===== src/rtl/trap_ctrl_pkg.sv =====
// Shared encodings for the commit-stage trap controller: privilege levels,
// FSM states, CSR addresses and mstatus field positions.
package trap_ctrl_pkg;

    typedef enum logic [1:0] {
        PRIV_U = 2'b00,
        PRIV_S = 2'b01,
        PRIV_M = 2'b11
    } priv_e;

    typedef enum logic [1:0] {
        ST_IDLE     = 2'b00,
        ST_REDIRECT = 2'b01,
        ST_WFI      = 2'b10
    } state_e;

    localparam logic [11:0] CSR_SSTATUS = 12'h100;
    localparam logic [11:0] CSR_STVEC   = 12'h105;
    localparam logic [11:0] CSR_SEPC    = 12'h141;
    localparam logic [11:0] CSR_SCAUSE  = 12'h142;
    localparam logic [11:0] CSR_STVAL   = 12'h143;
    localparam logic [11:0] CSR_MSTATUS = 12'h300;
    localparam logic [11:0] CSR_MEDELEG = 12'h302;
    localparam logic [11:0] CSR_MIDELEG = 12'h303;
    localparam logic [11:0] CSR_MTVEC   = 12'h305;
    localparam logic [11:0] CSR_MEPC    = 12'h341;
    localparam logic [11:0] CSR_MCAUSE  = 12'h342;
    localparam logic [11:0] CSR_MTVAL   = 12'h343;

    localparam int MSTATUS_SIE    = 1;
    localparam int MSTATUS_MIE    = 3;
    localparam int MSTATUS_SPIE   = 5;
    localparam int MSTATUS_MPIE   = 7;
    localparam int MSTATUS_SPP    = 8;
    localparam int MSTATUS_MPP_LO = 11;
    localparam int MSTATUS_MPP_HI = 12;

    // sstatus exposes only SIE, SPIE and SPP of mstatus.
    localparam logic [63:0] SSTATUS_MASK = 64'h0000_0000_0000_0122;

    // The reserved encoding 2'b10 is not a legal previous privilege; fold it to U.
    function automatic priv_e legal_mpp(input logic [1:0] v);
        return (v == 2'b10) ? PRIV_U : priv_e'(v);
    endfunction

endpackage


===== src/rtl/trap_ctrl_target_calc.sv =====
// Combinational redirect-target computation: trap delegation, direct or
// vectored trap vector, and the xRET return addresses.
module trap_target_calc
    import trap_ctrl_pkg::*;
#(
    parameter int XLEN                  = 64,
    parameter int PC_WIDTH              = 39,
    parameter int EXCEPTION_CAUSE_WIDTH = 4
) (
    input  priv_e                            i_priv,
    input  logic                             i_interrupt,
    input  logic [EXCEPTION_CAUSE_WIDTH-1:0] i_cause,
    input  logic [XLEN-1:0]                  i_medeleg,
    input  logic [XLEN-1:0]                  i_mideleg,
    input  logic [PC_WIDTH-1:2]              i_mtvec_base,
    input  logic                             i_mtvec_mode,
    input  logic [PC_WIDTH-1:2]              i_stvec_base,
    input  logic                             i_stvec_mode,
    input  logic [PC_WIDTH-1:0]              i_mepc,
    input  logic [PC_WIDTH-1:0]              i_sepc,
    output logic                             o_to_s,
    output logic [PC_WIDTH-1:0]              o_trap_pc,
    output logic [PC_WIDTH-1:0]              o_mret_pc,
    output logic [PC_WIDTH-1:0]              o_sret_pc
);

    logic                w_deleg_bit;
    logic                w_vectored;
    logic [PC_WIDTH-1:0] w_base;
    logic [PC_WIDTH-1:0] w_offset;

    assign w_deleg_bit = i_interrupt ? i_mideleg[i_cause] : i_medeleg[i_cause];
    assign o_to_s      = (i_priv != PRIV_M) && w_deleg_bit;

    always_comb begin
        w_base     = {i_mtvec_base, 2'b00};
        w_vectored = i_mtvec_mode & i_interrupt;
        if (o_to_s) begin
            w_base     = {i_stvec_base, 2'b00};
            w_vectored = i_stvec_mode & i_interrupt;
        end
    end

    // Vector offset is 4*cause; the sum wraps in PC_WIDTH.
    assign w_offset  = PC_WIDTH'({i_cause, 2'b00});
    assign o_trap_pc = w_vectored ? (w_base + w_offset) : w_base;
    assign o_mret_pc = i_mepc;
    assign o_sret_pc = i_sepc;

endmodule


===== src/rtl/trap_ctrl.sv =====
// Commit-stage trap consumer: owns the M/S trap CSRs and privilege mode,
// issues redirects to fetch over valid/ready and sequences WFI sleep.
module trap_ctrl
    import trap_ctrl_pkg::*;
#(
    parameter int XLEN                  = 64,
    parameter int PC_WIDTH              = 39,
    parameter int EXCEPTION_CAUSE_WIDTH = 4,
    parameter int CSR_ADDR_WIDTH        = 12
) (
    input  logic                             clk,
    input  logic                             rstn,
    input  logic                             global_trap_i,
    input  logic                             global_mret_i,
    input  logic                             global_sret_i,
    input  logic                             global_wfi_i,
    input  logic [PC_WIDTH-1:0]              csr_pc_i,
    input  logic [EXCEPTION_CAUSE_WIDTH-1:0] csr_ecause_i,
    input  logic [XLEN-1:0]                  csr_etval_i,
    input  logic                             interrupt_i,
    input  logic                             irq_pending_i,
    input  logic                             csr_wr_en_i,
    input  logic [CSR_ADDR_WIDTH-1:0]        csr_addr_i,
    input  logic [XLEN-1:0]                  csr_wdata_i,
    output logic [XLEN-1:0]                  csr_rdata_o,
    output logic                             redirect_valid_o,
    output logic [PC_WIDTH-1:0]              redirect_pc_o,
    input  logic                             redirect_ready_i,
    output logic                             wfi_stall_o,
    output logic [1:0]                       priv_mode_o
);

    localparam logic [XLEN-1:0] EPC_MASK = ~XLEN'(2'b11);

    state_e              r_state;
    state_e              w_state_nxt;
    priv_e               r_priv;
    logic                r_mie, r_mpie, r_sie, r_spie, r_spp;
    logic [1:0]          r_mpp;
    logic [XLEN-1:0]     r_mepc, r_sepc, r_mcause, r_scause, r_mtval, r_stval;
    logic [XLEN-1:0]     r_mtvec, r_stvec, r_medeleg, r_mideleg;
    logic [PC_WIDTH-1:0] r_resume_pc;
    logic [PC_WIDTH-1:0] r_redirect_pc;

    logic                w_take_trap, w_take_mret, w_take_sret, w_take_wfi, w_wake;
    logic                w_load_redirect;
    logic [PC_WIDTH-1:0] w_redirect_nxt;
    logic                w_to_s;
    logic [PC_WIDTH-1:0] w_trap_pc, w_mret_pc, w_sret_pc;
    logic [XLEN-1:0]     w_cause_val;
    logic [XLEN-1:0]     w_trap_epc;
    logic [XLEN-1:0]     w_mstatus;

    // One event per cycle: trap > mret > sret > wfi. Only a trap or a pending
    // interrupt leaves WFI; everything arriving in REDIRECT is dropped.
    assign w_take_trap = global_trap_i && (r_state == ST_IDLE || r_state == ST_WFI);
    assign w_take_mret = global_mret_i && !global_trap_i && (r_state == ST_IDLE);
    assign w_take_sret = global_sret_i && !global_trap_i && !global_mret_i
                         && (r_state == ST_IDLE);
    assign w_take_wfi  = global_wfi_i && !global_trap_i && !global_mret_i
                         && !global_sret_i && (r_state == ST_IDLE);
    assign w_wake      = (r_state == ST_WFI) && irq_pending_i && !global_trap_i;

    trap_target_calc #(
        .XLEN                  (XLEN),
        .PC_WIDTH              (PC_WIDTH),
        .EXCEPTION_CAUSE_WIDTH (EXCEPTION_CAUSE_WIDTH)
    ) u_target (
        .i_priv       (r_priv),
        .i_interrupt  (interrupt_i),
        .i_cause      (csr_ecause_i),
        .i_medeleg    (r_medeleg),
        .i_mideleg    (r_mideleg),
        .i_mtvec_base (r_mtvec[PC_WIDTH-1:2]),
        .i_mtvec_mode (r_mtvec[0]),
        .i_stvec_base (r_stvec[PC_WIDTH-1:2]),
        .i_stvec_mode (r_stvec[0]),
        .i_mepc       (r_mepc[PC_WIDTH-1:0]),
        .i_sepc       (r_sepc[PC_WIDTH-1:0]),
        .o_to_s       (w_to_s),
        .o_trap_pc    (w_trap_pc),
        .o_mret_pc    (w_mret_pc),
        .o_sret_pc    (w_sret_pc)
    );

    always_comb begin
        w_cause_val                              = '0;
        w_cause_val[XLEN-1]                      = interrupt_i;
        w_cause_val[EXCEPTION_CAUSE_WIDTH-1:0]   = csr_ecause_i;
    end

    assign w_trap_epc = XLEN'(csr_pc_i) & EPC_MASK;

    always_comb begin
        w_state_nxt = r_state;
        case (r_state)
            ST_IDLE: begin
                if (w_take_trap || w_take_mret || w_take_sret)
                    w_state_nxt = ST_REDIRECT;
                else if (w_take_wfi)
                    w_state_nxt = ST_WFI;
            end
            ST_REDIRECT: begin
                if (redirect_ready_i)
                    w_state_nxt = ST_IDLE;
            end
            ST_WFI: begin
                if (w_take_trap || w_wake)
                    w_state_nxt = ST_REDIRECT;
            end
            default: w_state_nxt = ST_IDLE;
        endcase
    end

    always_comb begin
        w_load_redirect = w_take_trap || w_take_mret || w_take_sret || w_wake;
        w_redirect_nxt  = r_resume_pc;
        if (w_take_trap)
            w_redirect_nxt = w_trap_pc;
        else if (w_take_mret)
            w_redirect_nxt = w_mret_pc;
        else if (w_take_sret)
            w_redirect_nxt = w_sret_pc;
    end

    always_ff @(posedge clk or negedge rstn) begin
        if (!rstn)
            r_state <= ST_IDLE;
        else
            r_state <= w_state_nxt;
    end

    always_ff @(posedge clk or negedge rstn) begin
        if (!rstn)
            r_redirect_pc <= '0;
        else if (w_load_redirect)
            r_redirect_pc <= w_redirect_nxt;
    end

    assign redirect_valid_o = (r_state == ST_REDIRECT);
    assign wfi_stall_o      = (r_state == ST_WFI);
    assign redirect_pc_o    = r_redirect_pc;
    assign priv_mode_o      = r_priv;

    // Software write first, hardware event second: the event's fields win and
    // every field it leaves alone keeps the software value.
    always_ff @(posedge clk or negedge rstn) begin
        if (!rstn) begin
            r_priv      <= PRIV_M;
            r_mie       <= 1'b0;
            r_mpie      <= 1'b0;
            r_sie       <= 1'b0;
            r_spie      <= 1'b0;
            r_spp       <= 1'b0;
            r_mpp       <= PRIV_U;
            r_mepc      <= '0;
            r_sepc      <= '0;
            r_mcause    <= '0;
            r_scause    <= '0;
            r_mtval     <= '0;
            r_stval     <= '0;
            r_mtvec     <= '0;
            r_stvec     <= '0;
            r_medeleg   <= '0;
            r_mideleg   <= '0;
            r_resume_pc <= '0;
        end else begin
            if (csr_wr_en_i) begin
                case (csr_addr_i)
                    CSR_ADDR_WIDTH'(CSR_MSTATUS): begin
                        r_mie  <= csr_wdata_i[MSTATUS_MIE];
                        r_mpie <= csr_wdata_i[MSTATUS_MPIE];
                        r_sie  <= csr_wdata_i[MSTATUS_SIE];
                        r_spie <= csr_wdata_i[MSTATUS_SPIE];
                        r_spp  <= csr_wdata_i[MSTATUS_SPP];
                        r_mpp  <= legal_mpp(csr_wdata_i[MSTATUS_MPP_HI:MSTATUS_MPP_LO]);
                    end
                    CSR_ADDR_WIDTH'(CSR_SSTATUS): begin
                        r_sie  <= csr_wdata_i[MSTATUS_SIE];
                        r_spie <= csr_wdata_i[MSTATUS_SPIE];
                        r_spp  <= csr_wdata_i[MSTATUS_SPP];
                    end
                    CSR_ADDR_WIDTH'(CSR_MEDELEG): r_medeleg <= csr_wdata_i;
                    CSR_ADDR_WIDTH'(CSR_MIDELEG): r_mideleg <= csr_wdata_i;
                    CSR_ADDR_WIDTH'(CSR_MTVEC):   r_mtvec   <= csr_wdata_i;
                    CSR_ADDR_WIDTH'(CSR_MEPC):    r_mepc    <= csr_wdata_i & EPC_MASK;
                    CSR_ADDR_WIDTH'(CSR_MCAUSE):  r_mcause  <= csr_wdata_i;
                    CSR_ADDR_WIDTH'(CSR_MTVAL):   r_mtval   <= csr_wdata_i;
                    CSR_ADDR_WIDTH'(CSR_STVEC):   r_stvec   <= csr_wdata_i;
                    CSR_ADDR_WIDTH'(CSR_SEPC):    r_sepc    <= csr_wdata_i & EPC_MASK;
                    CSR_ADDR_WIDTH'(CSR_SCAUSE):  r_scause  <= csr_wdata_i;
                    CSR_ADDR_WIDTH'(CSR_STVAL):   r_stval   <= csr_wdata_i;
                    default: ;
                endcase
            end

            if (w_take_trap) begin
                if (w_to_s) begin
                    r_sepc   <= w_trap_epc;
                    r_scause <= w_cause_val;
                    r_stval  <= csr_etval_i;
                    r_spie   <= r_sie;
                    r_sie    <= 1'b0;
                    r_spp    <= r_priv[0];
                    r_priv   <= PRIV_S;
                end else begin
                    r_mepc   <= w_trap_epc;
                    r_mcause <= w_cause_val;
                    r_mtval  <= csr_etval_i;
                    r_mpie   <= r_mie;
                    r_mie    <= 1'b0;
                    r_mpp    <= r_priv;
                    r_priv   <= PRIV_M;
                end
            end else if (w_take_mret) begin
                r_priv <= legal_mpp(r_mpp);
                r_mie  <= r_mpie;
                r_mpie <= 1'b1;
                r_mpp  <= PRIV_U;
            end else if (w_take_sret) begin
                r_priv <= priv_e'({1'b0, r_spp});
                r_sie  <= r_spie;
                r_spie <= 1'b1;
                r_spp  <= 1'b0;
            end

            if (w_take_wfi)
                r_resume_pc <= csr_pc_i;
        end
    end

    always_comb begin
        w_mstatus                                = '0;
        w_mstatus[MSTATUS_SIE]                   = r_sie;
        w_mstatus[MSTATUS_MIE]                   = r_mie;
        w_mstatus[MSTATUS_SPIE]                  = r_spie;
        w_mstatus[MSTATUS_MPIE]                  = r_mpie;
        w_mstatus[MSTATUS_SPP]                   = r_spp;
        w_mstatus[MSTATUS_MPP_HI:MSTATUS_MPP_LO] = r_mpp;
    end

    always_comb begin
        csr_rdata_o = '0;
        case (csr_addr_i)
            CSR_ADDR_WIDTH'(CSR_MSTATUS): csr_rdata_o = w_mstatus;
            CSR_ADDR_WIDTH'(CSR_SSTATUS): csr_rdata_o = w_mstatus & XLEN'(SSTATUS_MASK);
            CSR_ADDR_WIDTH'(CSR_MEDELEG): csr_rdata_o = r_medeleg;
            CSR_ADDR_WIDTH'(CSR_MIDELEG): csr_rdata_o = r_mideleg;
            CSR_ADDR_WIDTH'(CSR_MTVEC):   csr_rdata_o = r_mtvec;
            CSR_ADDR_WIDTH'(CSR_MEPC):    csr_rdata_o = r_mepc;
            CSR_ADDR_WIDTH'(CSR_MCAUSE):  csr_rdata_o = r_mcause;
            CSR_ADDR_WIDTH'(CSR_MTVAL):   csr_rdata_o = r_mtval;
            CSR_ADDR_WIDTH'(CSR_STVEC):   csr_rdata_o = r_stvec;
            CSR_ADDR_WIDTH'(CSR_SEPC):    csr_rdata_o = r_sepc;
            CSR_ADDR_WIDTH'(CSR_SCAUSE):  csr_rdata_o = r_scause;
            CSR_ADDR_WIDTH'(CSR_STVAL):   csr_rdata_o = r_stval;
            default:                      csr_rdata_o = '0;
        endcase
    end

`ifndef SYNTHESIS
    // The pipeline is flushed while a redirect is outstanding, so no commit strobe may arrive.
    a_no_strobe_in_redirect: assert property (@(posedge clk) disable iff (!rstn)
        (r_state == ST_REDIRECT) |->
            !(global_trap_i || global_mret_i || global_sret_i || global_wfi_i));
`endif

endmodule


===== config.mk =====
export PLATFORM = sky130hd
export DESIGN_NAME = trap_ctrl
export DESIGN_NICKNAME = d
export VERILOG_FILES = /design/src/rtl/trap_ctrl_pkg.sv /design/src/rtl/trap_ctrl_target_calc.sv /design/src/rtl/trap_ctrl.sv
export SDC_FILE = /design/constraint.sdc
export NUM_CORES = 2
export LEC_CHECK = 0
export ABC_AREA = 1
export CAP_MARGIN = 30
export CORE_UTILIZATION = 40
export DETAILED_ROUTE_END_ITERATION = 10
export PLACE_DENSITY = 0.57
export SLEW_MARGIN = 40
export SYNTH_ARGS = -nofsm -noshare
export SYNTH_HDL_FRONTEND = slang
export SYNTH_SLANG_ARGS = --single-unit

===== constraint.sdc =====
create_clock -name clk -period 3.06 [get_ports clk]
set_clock_uncertainty 0.15 [all_clocks]
set_input_delay 0.612 -clock clk [delete_from_list [all_inputs] [get_ports clk]]
set_output_delay 0.612 -clock clk [all_outputs]
set_load 0.005 [all_outputs]

==> run_results.csv <==
group,metric,value,unit
grt,grt_overflow,0,
timing,worst_case_setup_margin_in_the_final_layout,-0.3072,ns
worst_setup_path,critPathRequiredTime,2.30,ns
timing,rsz0062_at_grt,"yes",
floorplanning,die_area,0.09262,sq mm
grt,antenna_found_initial,9,
worst_setup_path,crit_chain,"buf_6 -> nor2_4 -> inv_2 -> nor3_4 -> buf_6 -> nand2_4 -> buf_6 -> nor2_4 -> buf_12 -> buf_12 -> buf_12 -> nand2_4 -> o21ai_2 -> a221oi_2 -> nand4_1 -> buf_2",
worst_setup_path,cpMaxStageDelayCell,"sky130_fd_sc_hd__nor3_4",
layout,post_layout_nonfiller_instances,6611,
detailed_routing,wl_per_cell,24.54,microns
floorplanning,core_area,0.09029,sq mm
yosys,synth-main-ff-cell,"sky130_fd_sc_hd__dfrtp_1",
detailed_routing,detailedRoute.firstPassIterationCount,6,
clock_network,htreeDepth,3,
layout,area_delta_synth_final,43.08,%
grt,grt.total_usage,34.04,%
detailed_routing,route.antenna.remaining_nets,0,
run_status,violations,"negative setup slack",
worst_setup_path,worstPathArrival,2.61,ns
grt,via_count_of_the_first_global_routing_pass,36050,
timing,highest_attainable_clock_frequency,297.0,MHz
placed_design,dp.cells,6257,
detailed_routing,totalWireLength,162200,microns
placed_design,portBuffers,299,
worst_setup_path,cp_max_fo,6,
layout,design_area,0.05231,sq mm
worst_setup_path,critical-path-top-delay-family,"buffers and inverters",
timing,hold_viol_final,0,
floorplanning,ios,300,
yosys,synth_async_sr_flop_share,100.0,%
power_and_ir_drop,design_power_total,0.03079,W
timing,max-slew-margin-rel,53.30,%
detailed_routing,drt-vias-per-instance,5.773,
yosys,synthDistinctLibCells,46,
run_status,status,"complete, but fails checks",
layout,post_layout_utilization_of_the_core,57.94,%
grt,grt_first_pass_wirelength,238200,microns
clock_network,clockBufferDepth,3,
floorplanning,starting_density_of_the_core,40.50,%
clock_network,post_cts_clock_slew_at_the_launch_and_capture_registers_of_the_worst_setup_and_hold_paths,0.06,ns
yosys,synth_enable_flop_cells,0,
placed_design,globalplace.congestion,0.9629,
flow_run,max_cap_violations,0,
yosys,yosysSeqAreaShare,49.90,%
worst_setup_path,worstSetupPathType,"input pin to output port",
timing,finalCritPeriodShare,110.0,%
detailed_routing,initialDrtViolationCount,4333,
yosys,syn_area_per_cell,7.824,sq um
detailed_routing,routed-via-count,38160,
worst_setup_path,timing.critical_path.buf_inv,8,
clock_network,numCtsBuffers,84,
timing,worst_slew_pin_slew,0.7005,ns
min_path,hold_path_class,"input pin to async pin",
power_and_ir_drop,max-vdd-ir-drop,0.4797,mV
floorplanning,width_of_the_die,304.3,microns
placed_design,dp_hpwl,106900,microns
yosys,syn-cell-area,0.03656,sq mm
placed_design,placed_cell_area,0.04469,sq mm
timing,finalCriticalPeriod,3.367,ns
timing,slew_violations,0,
layout,fin_nets,5571,
yosys,synthesis.instances,4673,
yosys,yosys_synthesis_warning_count,0,
power_and_ir_drop,power.density_cell_area,588.6,mW/mm^2
yosys,postSynthNetCount,4871,
floorplanning,num_rows,110,
yosys,synth_seq_cells,729,
worst_setup_path,timing.critical_path.from_type,"input pin",
clock_network,clk-insertion-delay-late,0.65,ns
power_and_ir_drop,pleak,24.10,nW
worst_setup_path,cp-end-kind,"output port",
clock_network,tritoncts_num_sinks,729,
floorplanning,die_h,304.3,microns
layout,post_route_cells_drive_above_1_share,24.54,%
detailed_routing,drt_drc_violations_left,0,
worst_setup_path,critical_path.max_stage_delay,0.26,ns
clock_network,ctsRootBufferMaster,"sky130_fd_sc_hd__clkbuf_16",
timing,finalSetupViolations,89,
clock_network,tritoncts,"built",
timing,final.setup.tns,-14.50,ns
grt,grt_start_max_net_pins,107,
[logic make-up after synthesis]
| group | Yosys count | synth area share [%] |
|---|---|---|
| AO/OA/AOI/OAI | 1310 | 20.62 |
| adder cells (fa/ha/maj) | 5 | 0.1916 |
| buffers and inverters | 671 | 7.166 |
| AND/OR/NAND/NOR | 1953 | 21.98 |
| XOR/XNOR | 2 | 0.04792 |
| flip-flops | 729 | 49.90 |
| multiplexers | 3 | 0.08897 |
[worst paths after layout]
path	start	to	cells past startpoint	slack, ns
max	csr_addr_i[5]	csr_rdata_o[17]	16	-0.31
min	rstn	r_medeleg[9]$_DFFE_PN0P_	2	0.33
max reg2reg	r_medeleg[6]$_DFFE_PN0P_	redirect_pc_o[19]$_DFFE_PN0P_	23	-0.13
min reg2reg	r_medeleg[14]$_DFFE_PN0P_	r_medeleg[14]$_DFFE_PN0P_	2	0.33
max in group asynchronous	rstn	r_mideleg[39]$_DFFE_PN0P_	4	1.50
min in group clk	r_medeleg[14]$_DFFE_PN0P_	r_medeleg[14]$_DFFE_PN0P_	2	0.33
[cells in the final DEF, fill, tap and decap left out, types with 39 or more instances in the layout]
master,synthesis,layout
sky130_fd_sc_hd__buf_4,7,384
sky130_fd_sc_hd__a31oi_1,77,77
sky130_fd_sc_hd__a21oi_1,227,207
sky130_fd_sc_hd__buf_12,0,141
sky130_fd_sc_hd__nand4_1,80,80
sky130_fd_sc_hd__nand2_1,1351,1252
sky130_fd_sc_hd__o21ai_0,727,669
sky130_fd_sc_hd__buf_2,30,62
sky130_fd_sc_hd__nor2_1,182,150
sky130_fd_sc_hd__a221oi_2,0,96
sky130_fd_sc_hd__o21ai_2,3,46
sky130_fd_sc_hd__dfrtp_1,727,727
sky130_fd_sc_hd__nand2_2,1,57
sky130_fd_sc_hd__nand3_1,304,258
sky130_fd_sc_hd__nand2_4,0,39
sky130_fd_sc_hd__a22o_1,60,58
sky130_fd_sc_hd__clkbuf_16,0,91
sky130_fd_sc_hd__clkdlybuf4s50_1,0,217
sky130_fd_sc_hd__inv_1,311,283
sky130_fd_sc_hd__buf_6,5,99
sky130_fd_sc_hd__nand3_2,1,39
[synthesized netlist by cell type, types with 4 or more instances]
cell	n	area [sq um]
sky130_fd_sc_hd__a221oi_1	127	1112
sky130_fd_sc_hd__nand4_1	80	500.5
sky130_fd_sc_hd__dfrtp_1	727	18190
sky130_fd_sc_hd__nor2_4	4	45.04
sky130_fd_sc_hd__o211ai_1	19	142.6
sky130_fd_sc_hd__o22ai_1	13	81.33
sky130_fd_sc_hd__inv_1	311	1167
sky130_fd_sc_hd__nand2_1	1351	5071
sky130_fd_sc_hd__nand3_1	304	1521
sky130_fd_sc_hd__o2111ai_1	10	87.58
sky130_fd_sc_hd__clkbuf_1	271	1017
sky130_fd_sc_hd__a31oi_1	77	481.7
sky130_fd_sc_hd__buf_2	30	150.1
sky130_fd_sc_hd__inv_2	12	45.04
sky130_fd_sc_hd__o21ai_1	22	110.1
sky130_fd_sc_hd__nor2_1	182	683.2
sky130_fd_sc_hd__a21oi_1	227	1136
sky130_fd_sc_hd__buf_6	5	56.30
sky130_fd_sc_hd__buf_1	31	116.4
sky130_fd_sc_hd__clkinv_1	4	15.01
sky130_fd_sc_hd__ha_1	4	50.05
sky130_fd_sc_hd__o21bai_1	13	97.59
sky130_fd_sc_hd__a31o_2	5	43.79
sky130_fd_sc_hd__buf_4	7	52.55
sky130_fd_sc_hd__nor2_2	13	81.33
sky130_fd_sc_hd__nor3_1	9	45.04
sky130_fd_sc_hd__o21ai_0	727	3638
sky130_fd_sc_hd__a22o_1	60	525.5
[metal layers]
metal | GRT usage [%] | vias up | routed length [microns]
met5 | 0 | - | 102
met4 | 11.84 | 16 | 5888
met3 | 6.783 | 343 | 15490
met2 | 51.71 | 1995 | 72210
met1 | 48.27 | 18570 | 68550
li1 | - | 17240 | -
[cell type report]
cell class                      instances  area (sq um)
Antenna cell                            2         5.005
Clock buffer                          123          2450
Clock inverter                         23         392.9
Fill cell                            8041         37970
Inverter                              327          1333
Multi-Input combinational cell       3273         18150
Sequential cell                       729         18250
Tap cell                             1176          1471
Timing Repair Buffer                  957         10240
Timing Repair inverter                  1         20.02
[repair_timing]
action / 4_1_cts / 5_1_grt
hold buffers: 1 / 0
setup endpoints to repair: 97 / 96
gates resized for setup: 738 / 343
gates cloned: 17 / 6
setup buffers: 138 / 70
hold endpoints to repair: 21 / 0
pin swaps: 144 / 180
[through the flow]
step	setup WS, ns	hold slack, ns
finish	-0.3072	0.3274
floorplan	-0.3308	0.1664
detailed placement	-1.229	0.3227
global route	-0.3601	0.3489
global placement	-1.222	0.3159
CTS	-0.3913	0.3242
[power breakdown]
part | switching [W] | total, W | internal (W) | leakage [nW]
clock | 0.00426 | 0.0106 | 0.00630 | 1.39
sequential | 0.00176 | 0.0133 | 0.0116 | 9.62
combinational | 0.00402 | 0.00691 | 0.00289 | 13.1
[worst register-to-register path, cell delays in order, from the launching register on]
cell,delay (ns)
sky130_fd_sc_hd__dfrtp_1,0.37
sky130_fd_sc_hd__inv_2,0.07
sky130_fd_sc_hd__o21ai_1,0.12
sky130_fd_sc_hd__nand2_1,0.08
sky130_fd_sc_hd__nand3_2,0.06
sky130_fd_sc_hd__nand3_2,0.09
sky130_fd_sc_hd__nand3_4,0.11
sky130_fd_sc_hd__nand3_4,0.11
sky130_fd_sc_hd__inv_8,0.11
sky130_fd_sc_hd__buf_6,0.10
sky130_fd_sc_hd__o21ai_4,0.06
sky130_fd_sc_hd__ha_4,0.32
sky130_fd_sc_hd__nand3_2,0.07
sky130_fd_sc_hd__nand2_2,0.09
sky130_fd_sc_hd__a21oi_2,0.06
sky130_fd_sc_hd__inv_1,0.06
sky130_fd_sc_hd__nand2_2,0.07
sky130_fd_sc_hd__nor2_4,0.17
sky130_fd_sc_hd__nand3_4,0.17
sky130_fd_sc_hd__nor2_4,0.26
sky130_fd_sc_hd__buf_6,0.14
sky130_fd_sc_hd__a21oi_2,0.04
sky130_fd_sc_hd__o21ai_1,0.09
sky130_fd_sc_hd__a21oi_1,0.08
Note: power is estimated with default switching activity, not from simulation.
